`config.mk`:
```
export PLATFORM = sky130hd
export DESIGN_NAME = alu_arbiter
export DESIGN_NICKNAME = d
export VERILOG_FILES = /design/src/rtl/alu_arbiter.sv
export SDC_FILE = /design/constraint.sdc
export NUM_CORES = 1
export LEC_CHECK = 0
export ABC_AREA = 1
export CAP_MARGIN = 0
export CORE_UTILIZATION = 25
export DETAILED_ROUTE_END_ITERATION = 16
export HOLD_SLACK_MARGIN = 0.05
export PLACE_DENSITY_LB_ADDON = 0.1
export SYNTH_ARGS = -nofsm -noshare
export SYNTH_HDL_FRONTEND = slang
export SYNTH_HIERARCHICAL = 1
export SYNTH_SLANG_ARGS = --single-unit
```
`constraint.sdc`:
```
create_clock -name clk -period 8.6 [get_ports clk]
set_input_delay 0.86 -clock clk [delete_from_list [all_inputs] [get_ports clk]]
set_output_delay 0.86 -clock clk [all_outputs]
set_load 0.005 [all_outputs]
```
`src/rtl/alu_arbiter.sv`:
```
// Purpose: shares one ALU between two requesters with round-robin grant and a registered result stage with NZCV flags.
// Latency: 1 cycle from the accepting edge to out_valid; back-to-back throughput of one op per cycle.
// Backpressure: both readies drop while the result stage is full and out_ready is low; the held result stays stable.

module alu #(
    parameter int WIDTH = 32
) (
    input  logic [2:0]       op,
    input  logic [WIDTH-1:0] a,
    input  logic [WIDTH-1:0] b,
    output logic [WIDTH-1:0] res,
    output logic             cy
);

    logic [WIDTH:0] wide;

    // One extra bit carries the adder carry-out, or the borrow for subtract/compare
    always_comb begin
        wide = '0;
        case (op)
            3'b000:         wide = {1'b0, a} + {1'b0, b};
            3'b001:         wide = {1'b0, a | b};
            3'b100:         wide = {1'b0, a & b};
            3'b101, 3'b111: wide = {1'b0, a} - {1'b0, b};
            3'b110:         wide = {1'b0, a ^ b};
            default:        wide = {1'b0, a} + {1'b0, b};
        endcase
        res = wide[WIDTH-1:0];
        cy  = wide[WIDTH];
    end

endmodule

module alu_arbiter #(
    parameter int WIDTH = 32,
    parameter int TAGW  = 1
) (
    input  logic             clk,
    input  logic             rst_n,
    input  logic             r0_valid,
    output logic             r0_ready,
    input  logic [2:0]       r0_inst,
    input  logic [WIDTH-1:0] r0_da,
    input  logic [WIDTH-1:0] r0_db,
    input  logic             r1_valid,
    output logic             r1_ready,
    input  logic [2:0]       r1_inst,
    input  logic [WIDTH-1:0] r1_da,
    input  logic [WIDTH-1:0] r1_db,
    output logic             out_valid,
    input  logic             out_ready,
    output logic [TAGW-1:0]  out_src,
    output logic [WIDTH-1:0] out_data,
    output logic [3:0]       out_flags,
    output logic             out_wb,
    output logic             out_err
);

    typedef enum logic {EMPTY, FULL} state_t;

    state_t           state, state_nxt;
    logic             last_grant;
    logic             grant0, grant1, can_accept, xfer;
    logic [2:0]       sel_inst, alu_op;
    logic [WIDTH-1:0] sel_a, sel_b, alu_res;
    logic             alu_cy;
    logic             illegal, is_add, is_sub;
    logic [WIDTH-1:0] nxt_data;
    logic [3:0]       nxt_flags;
    logic             nxt_wb;

    // Round-robin grant; readies never look at opcode or operands, and are held low in reset
    always_comb begin
        grant0     = r0_valid & (~r1_valid | last_grant);
        grant1     = r1_valid & (~r0_valid | ~last_grant);
        can_accept = (state == EMPTY) | out_ready;
        r0_ready   = rst_n & grant0 & can_accept;
        r1_ready   = rst_n & grant1 & can_accept;
        xfer       = (r0_valid & r0_ready) | (r1_valid & r1_ready);
    end

    // Operand mux; illegal opcodes are never passed to the ALU, an ADD is issued instead
    always_comb begin
        sel_inst = grant1 ? r1_inst : r0_inst;
        sel_a    = grant1 ? r1_da   : r0_da;
        sel_b    = grant1 ? r1_db   : r0_db;
        illegal  = (sel_inst[2:1] == 2'b01);
        alu_op   = illegal ? 3'b000 : sel_inst;
    end

    alu #(.WIDTH(WIDTH)) u_alu (
        .op  (alu_op),
        .a   (sel_a),
        .b   (sel_b),
        .res (alu_res),
        .cy  (alu_cy)
    );

    // NZCV and writeback enable for the selected op; errors report Z only and zero data
    always_comb begin
        is_add       = (alu_op == 3'b000);
        is_sub       = (alu_op == 3'b101) | (alu_op == 3'b111);
        nxt_data     = alu_res;
        nxt_flags[3] = alu_res[WIDTH-1];
        nxt_flags[2] = (alu_res == '0);
        nxt_flags[1] = (is_add | is_sub) & alu_cy;
        nxt_flags[0] = 1'b0;
        if (is_add) begin
            nxt_flags[0] = (sel_a[WIDTH-1] == sel_b[WIDTH-1]) & (alu_res[WIDTH-1] != sel_a[WIDTH-1]);
        end else if (is_sub) begin
            nxt_flags[0] = (sel_a[WIDTH-1] != sel_b[WIDTH-1]) & (alu_res[WIDTH-1] != sel_a[WIDTH-1]);
        end
        nxt_wb = (sel_inst != 3'b111);
        if (illegal) begin
            nxt_data  = '0;
            nxt_flags = 4'b0100;
            nxt_wb    = 1'b0;
        end
    end

    // Result stage occupancy register
    always_ff @(posedge clk or negedge rst_n) begin
        if (!rst_n) begin
            state <= EMPTY;
        end else begin
            state <= state_nxt;
        end
    end

    // Fill on a transfer, drain when the consumer takes the result and nothing replaces it
    always_comb begin
        state_nxt = state;
        out_valid = 1'b0;
        case (state)
            EMPTY: begin
                if (xfer) state_nxt = FULL;
            end
            FULL: begin
                out_valid = 1'b1;
                if (!xfer && out_ready) state_nxt = EMPTY;
            end
            default: state_nxt = EMPTY;
        endcase
    end

    // Result registers load only on a transfer, so they hold while stalled or idle
    always_ff @(posedge clk or negedge rst_n) begin
        if (!rst_n) begin
            out_src   <= '0;
            out_data  <= '0;
            out_flags <= '0;
            out_wb    <= 1'b0;
            out_err   <= 1'b0;
        end else if (xfer) begin
            out_src   <= TAGW'(grant1);
            out_data  <= nxt_data;
            out_flags <= nxt_flags;
            out_wb    <= nxt_wb;
            out_err   <= illegal;
        end
    end

    // Round-robin pointer moves only when an op is actually accepted; starts so requester 0 wins the first tie
    always_ff @(posedge clk or negedge rst_n) begin
        if (!rst_n) begin
            last_grant <= 1'b1;
        end else if (xfer) begin
            last_grant <= grant1;
        end
    end

endmodule
```
After elaboration in Yosys (flattened, before gate mapping)
Index checks and enable logic that the tools add are counted.
{"block": "word_totals", "ff_bits": 41, "input_bits": 139, "out_inout_bits": 42, "elab_cells": 62}
{"block": "op_classes", "n_addsub": 2, "n_eq_ne": 10, "n_mux": 14, "n_bitwise": 24, "reduce_logical": 5}
{"op": "$pmux 33 s4", "n": 1}
{"op": "$mux 32", "n": 3}
{"op": "$add 32x32->33", "n": 1}
{"op": "$sub 32x32->33", "n": 1}
{"op": "$and 32x32->32", "n": 1}
{"op": "$logic_not 32->1", "n": 1}
{"op": "$or 32x32->32", "n": 1}
{"op": "$xor 32x32->32", "n": 1}
{"op": "$eq 3x3->1 const B", "n": 4}
{"op": "$and 1x1->1", "n": 11}
{"op": "$mux 1", "n": 6}
{"op": "$mux 3", "n": 2}
{"op": "$or 1x1->1", "n": 6}
{"op": "$mux 4", "n": 1}
{"op": "$not 1->1", "n": 4}
{"op": "$eq 3x1->1 const B", "n": 1}
{"op": "$logic_not 3->1", "n": 1}
{"op": "$ne 3x3->1 const B", "n": 1}
{"op": "$eq 2x1->1 const B", "n": 1}
{"op": "$ne 1x1->1", "n": 2}
{"op": "$pmux 1 s2", "n": 1}
{"op": "$reduce_or 2->1", "n": 1}
{"op": "$eq 1x1->1", "n": 1}
{"op": "$logic_and 1x1->1", "n": 1}
{"op": "$logic_not 1->1", "n": 1}

Depth between registers and ports, before layout
{"block": "logic_depth", "ltp_word": 14, "ltp_mapped": 37, "ltp_nobuf": 35}

Modules after synthesis
The synthesis kept the hierarchy.
{"mod": "alu", "n_inst": 1, "cells_per_inst": 946, "area_per_inst_um2": 5124.9, "seq_area_each_um2": 0.0}
{"mod": "alu_arbiter", "n_inst": 1, "cells_per_inst": 429, "area_per_inst_um2": 2693.8, "seq_area_each_um2": 1002.2}

Worst setup path before layout
No wires, ideal clock.
{"block": "synth_path", "kind": "input to register", "startpoint": "in r1_valid", "endpoint": "reg out_flags[2]", "setup_ns": 0.068, "arrival_ns": 4.241, "required_ns": 8.532, "path_slack_ns": 4.290, "path_stages": 34, "n_path_buf": 3, "path_cell_list": "buf_6 -> nand2_8 -> buf_4 -> inv_2 -> buf_2 -> nand2_1 -> nand2_1 -> inv_1 -> ha_1 -> nand3_4 -> nor2_4 -> nand2_2 -> o21ai_4 -> nand2_2 -> nor2_2 -> xor2_1 -> inv_1 -> ha_1 -> nand2_1 -> nor2_1 -> nand2_1 -> nor4_2 -> nand2_1 -> nand2_1 -> nand2_1 -> nand3_1 -> nand2_1 -> inv_1 -> nand4_1 -> nor2_1 -> nand2_1 -> nor2_1 -> nand2_1 -> nand3_1"}
{"block": "synth_between", "word_cells_on_any_way": 30, "classes_between": "add/sub (2); eq/ne (6); mux (6); bitwise (14); reduce/logical (2)"}
{"element": "start: declaration", "line": "45", "source": "input logic r1_valid,"}
{"element": "$and 1x1->1 *", "line": "75", "source": "grant1 = r1_valid & (~r0_valid | ~last_grant);"}
{"element": "$mux 32 *", "line": "86", "source": "sel_b = grant1 ? r1_db : r0_db;"}
{"element": "net sel_b[0]", "line": "65", "source": "logic [WIDTH-1:0] sel_a, sel_b, alu_res;"}
{"element": "$add 32x32->33 / $sub 32x32->33 (equally long branches)", "line": "21, 26, 24"}
{"element": "$pmux 33 s4 *", "line": "20", "source": "case (op)"}
{"element": "net alu_res[30]", "line": "65"}
{"element": "$logic_not 32->1 *", "line": "105", "source": "nxt_flags[2] = (alu_res == '0);"}
{"element": "$mux 4 *", "line": "114", "source": "if (illegal) begin"}
{"element": "end signal: assignment", "line": "157", "source": "out_flags <= nxt_flags;"}
{"element": "end: declaration", "line": "54", "source": "output logic [3:0] out_flags,"}
Mark *: on every way through the listed nets, which the timed path passes. The rest lies on a longest branch.
A chain may end at the register's enable or synchronous reset.

Worst setup path in the final report
Ends and elaborated chain as after synthesis.

==> run_results.csv <==
group,metric,value,unit
drt,drt_first_iter_violations,504,
drt,ant_nets,0,
worst_setup_path,crit_type,"input port to flip-flop",
clocking,clk_pin_slew,0.06,ns
pwr,power,0.001958,W
global_routing,grt_use_total,18.85,%
synthesis,netlist-cell-type-count,46,
cells_and_area,antennaDiodeCount,0,
sta,fmax,0.1685,GHz
sta,worst_clock_skew,0.001658,ns
clocking,postCtsSetupBuffers,0,
pwr,pwr-share-comb,72.4,%
sta,tightest_slew,0.9972,ns
synthesis,syn_nets,1612,
global_routing,grt_pass1_vias,8424,
synthesis,synth_area_leaders,"nand2_1, ha_1, dfrtp_1",
synthesis,post-synth-top-area-cell,"nand2_1",
drt,routed_wl,29630,microns
sta,hold_viol_final,0,
place,hpwl,24540,microns
pwr,peakVddDrop,0.1157,mV
cells_and_area,drive_above_1_share,4.110,%
sta,setup_violations,0,
place,port_buffers,180,
clocking,cts_buffer_depth,2,
pwr,p_int,0.0009628,W
sta,report.final.slew_viol_count,0,
sta,rsz0062_at_grt,"false",
synthesis,synth-seq-cells,40,
synthesis,yosysWarnings,6,
drt,vias,8658,
clocking,clock_latency,0.28,ns
synthesis,yosysMostFrequentCell,"nand2_1",
drt,wl_per_cell,15.36,microns
sta,finalSetupTns,0,ns
outcome,status,"complete, no violations",
clocking,ctsHoldBuffers,0,
pwr,switching_share,50.82,%
clocking,cts_resized,0,
cells_and_area,area.growth.synth_to_final,29.64,%
clocking,numCtsBuffers,5,
worst_setup_path,r2r_cells,32,
synthesis,synth.avg_cell_area,5.686,sq um
floorplan,core_area,30670,sq um
floorplan,io_pins,181,
global_routing,grt_max_degree,63,
pwr,switching_power,0.0009948,W
floorplan,dieHeight,178.8,microns
floorplan,die_area,31990,sq um
floorplan,dieWidth,178.8,microns
synthesis,synth_area,7819,sq um
worst_setup_path,crit_top_cell,"nand2_1",
drt,vias_per_cell,4.488,
sta,post-route-period-util,69.01,%
global_routing,antenna_found_initial,0,
synthesis,syn_inst,1375,
worst_setup_path,required,8.82,ns
sta,relSlewSlack,33.52,%
job,maxCapViolations,0,
min_path,hold_class,"flip-flop to flip-flop",
clocking,root_buffer,"clkbuf_16",
worst_setup_path,cp_slowest_cell,"clkdlybuf4s50_1",
pwr,pwr-share-seq,16.3,%
floorplan,initial_core_util,25.49,%
synthesis,synth_edf_count,0,
synthesis,ys_top_cells_by_count,"nand2_1, inv_1, nor2_1, ha_1, nand3_1",
synthesis,netlist.area_leader.share,27.22,%
pwr,leakagePower,5.661,nW
cells_and_area,fin_nets,1769,
global_routing,grt_overflow_total,0,
drt,dr.pass1.iters,6,
floorplan,rows,64,
synthesis,yosysSeqAreaShare,12.82,%
clocking,cts_tree,"yes",
clocking,h-tree-depth,2,
clocking,cts_num_sinks,40,
min_path,holdPathStages,2,
pwr,p_per_area,193.1,nW/um^2
global_routing,grt_pass1_wl,46540,microns
synthesis,ys.flop_type,"dfrtp_1",
worst_setup_path,critPathMaxStageDelay,0.77,ns
place,finalWeightedCongestion,0.8991,
worst_setup_path,end_kind,"flip-flop",
worst_setup_path,critPathLaunchType,"input port",
synthesis,async_flop_share,100.0,%
worst_setup_path,critPathMaxFanout,62,
worst_setup_path,crit_arrival,6.16,ns
pwr,p_clk_share,11.3,%
drt,drc,0,
cells_and_area,nFillCells,3484,
sta,period_needed,5.935,ns
## state kept, by name, indices dropped and copies added, names as in the netlist
| signal | cells |
|---|---|
| out_data | 32 |
| out_flags | 3 |
| last_grant | 1 |
| out_err | 1 |
| out_src | 1 |
| out_wb | 1 |
| state | 1 |
## power by group through the flow
stage          logic (W)  registers (W)  clock network, W
2_1_floorplan   0.000868       0.000319                 0
3_3_place_gp     0.00142       0.000323                 0
3_5_place_dp     0.00142       0.000323                 0
4_1_cts          0.00143       0.000320          0.000226
5_1_grt          0.00162       0.000331          0.000232
6_report         0.00142       0.000319          0.000220
## cells in the final DEF, fill, tap and decap left out, drive strengths merged, types with 2 or more instances in the layout
cell type        n
o211ai           2
xnor2            3
nand2          579
nand3           72
o21ai           47
and2             2
a22o            10
clkdlybuf4s50  179
ha              97
a221oi          27
nor4             6
a21oi           30
clkbuf           5
nand3b           5
o21bai           3
or2              2
inv            240
xor2            29
o2111ai          2
dfrtp           39
nor3             6
nand4           17
nor2           115
buf              8
## worst max-delay path: cells and delay by family
| kind | cells | cell delay [ns] |
|---|---|---|
| xor gates and xnor gates | 1 | 0.17 |
| buffers and inverters | 6 | 1.89 |
| and+or+nand+nor | 21 | 2.50 |
| AOI/OAI and AO/OA | 1 | 0.09 |
| adders and majority gates | 2 | 0.62 |
## path summary, 6_finish.rpt
check	from	end	slack, ns
hold / removal	out_src	out_src	0.48
hold reg to reg	out_src	out_src	0.48
min in group asynchronous	rst_n	out_data[3]	0.64
max in group asynchronous	rst_n	out_data[25]	7.58
setup / recovery	r1_valid	out_flags[2]	2.67
setup reg to reg	last_grant	out_flags[2]	3.46
## layer usage
metal / vias up / track usage (%) / wire length [microns]
met5: - / 0 / 0
met4: 0 / 3.390 / 375
met3: 14 / 1.081 / 1400
met2: 216 / 30.04 / 12350
met1: 3853 / 27.85 / 15500
li1: 4575 / - / -
## stage by stage
stage                     worst slack [ns]  instance area, sq um  utilization (%)  cells  hold WS, ns
after floorplan                      4.290                  7819                -   1375       0.4654
after global placement               2.265                  9965            32.49   1921       0.4538
after detailed placement             2.291                  9965            32.49   1921       0.4665
after CTS                            2.567                 10140            33.05   1929       0.4835
after global routing                 2.077                 10140            33.05   1929       0.5052
final                                2.665                 10140            33.05   1929       0.4803
## cell families after synthesis
family                     count (synthesis)  share of synthesized area (%)
adders and majority gates                 98                          15.78
AOI/OAI and AO/OA                        123                          10.31
and+or+nand+nor                          805                          43.25
DFF                                       40                          12.82
xor gates and xnor gates                  32                          3.585
buffers and inverters                    277                          14.26
## cell type report
class / count / area [sq um] / share of cell area [%]
tap: 396 / 495.5 / 4.888
clock buffer: 5 / 125.1 / 1.234
sequential: 40 / 1002 / 9.888
multi-input combinational: 1058 / 5717 / 56.40
clock inverter: 3 / 46.29 / 0.4567
inverter: 240 / 900.9 / 8.888
timing repair buffer: 187 / 1849 / 18.24
Note: power is estimated with default switching activity, not from simulation.
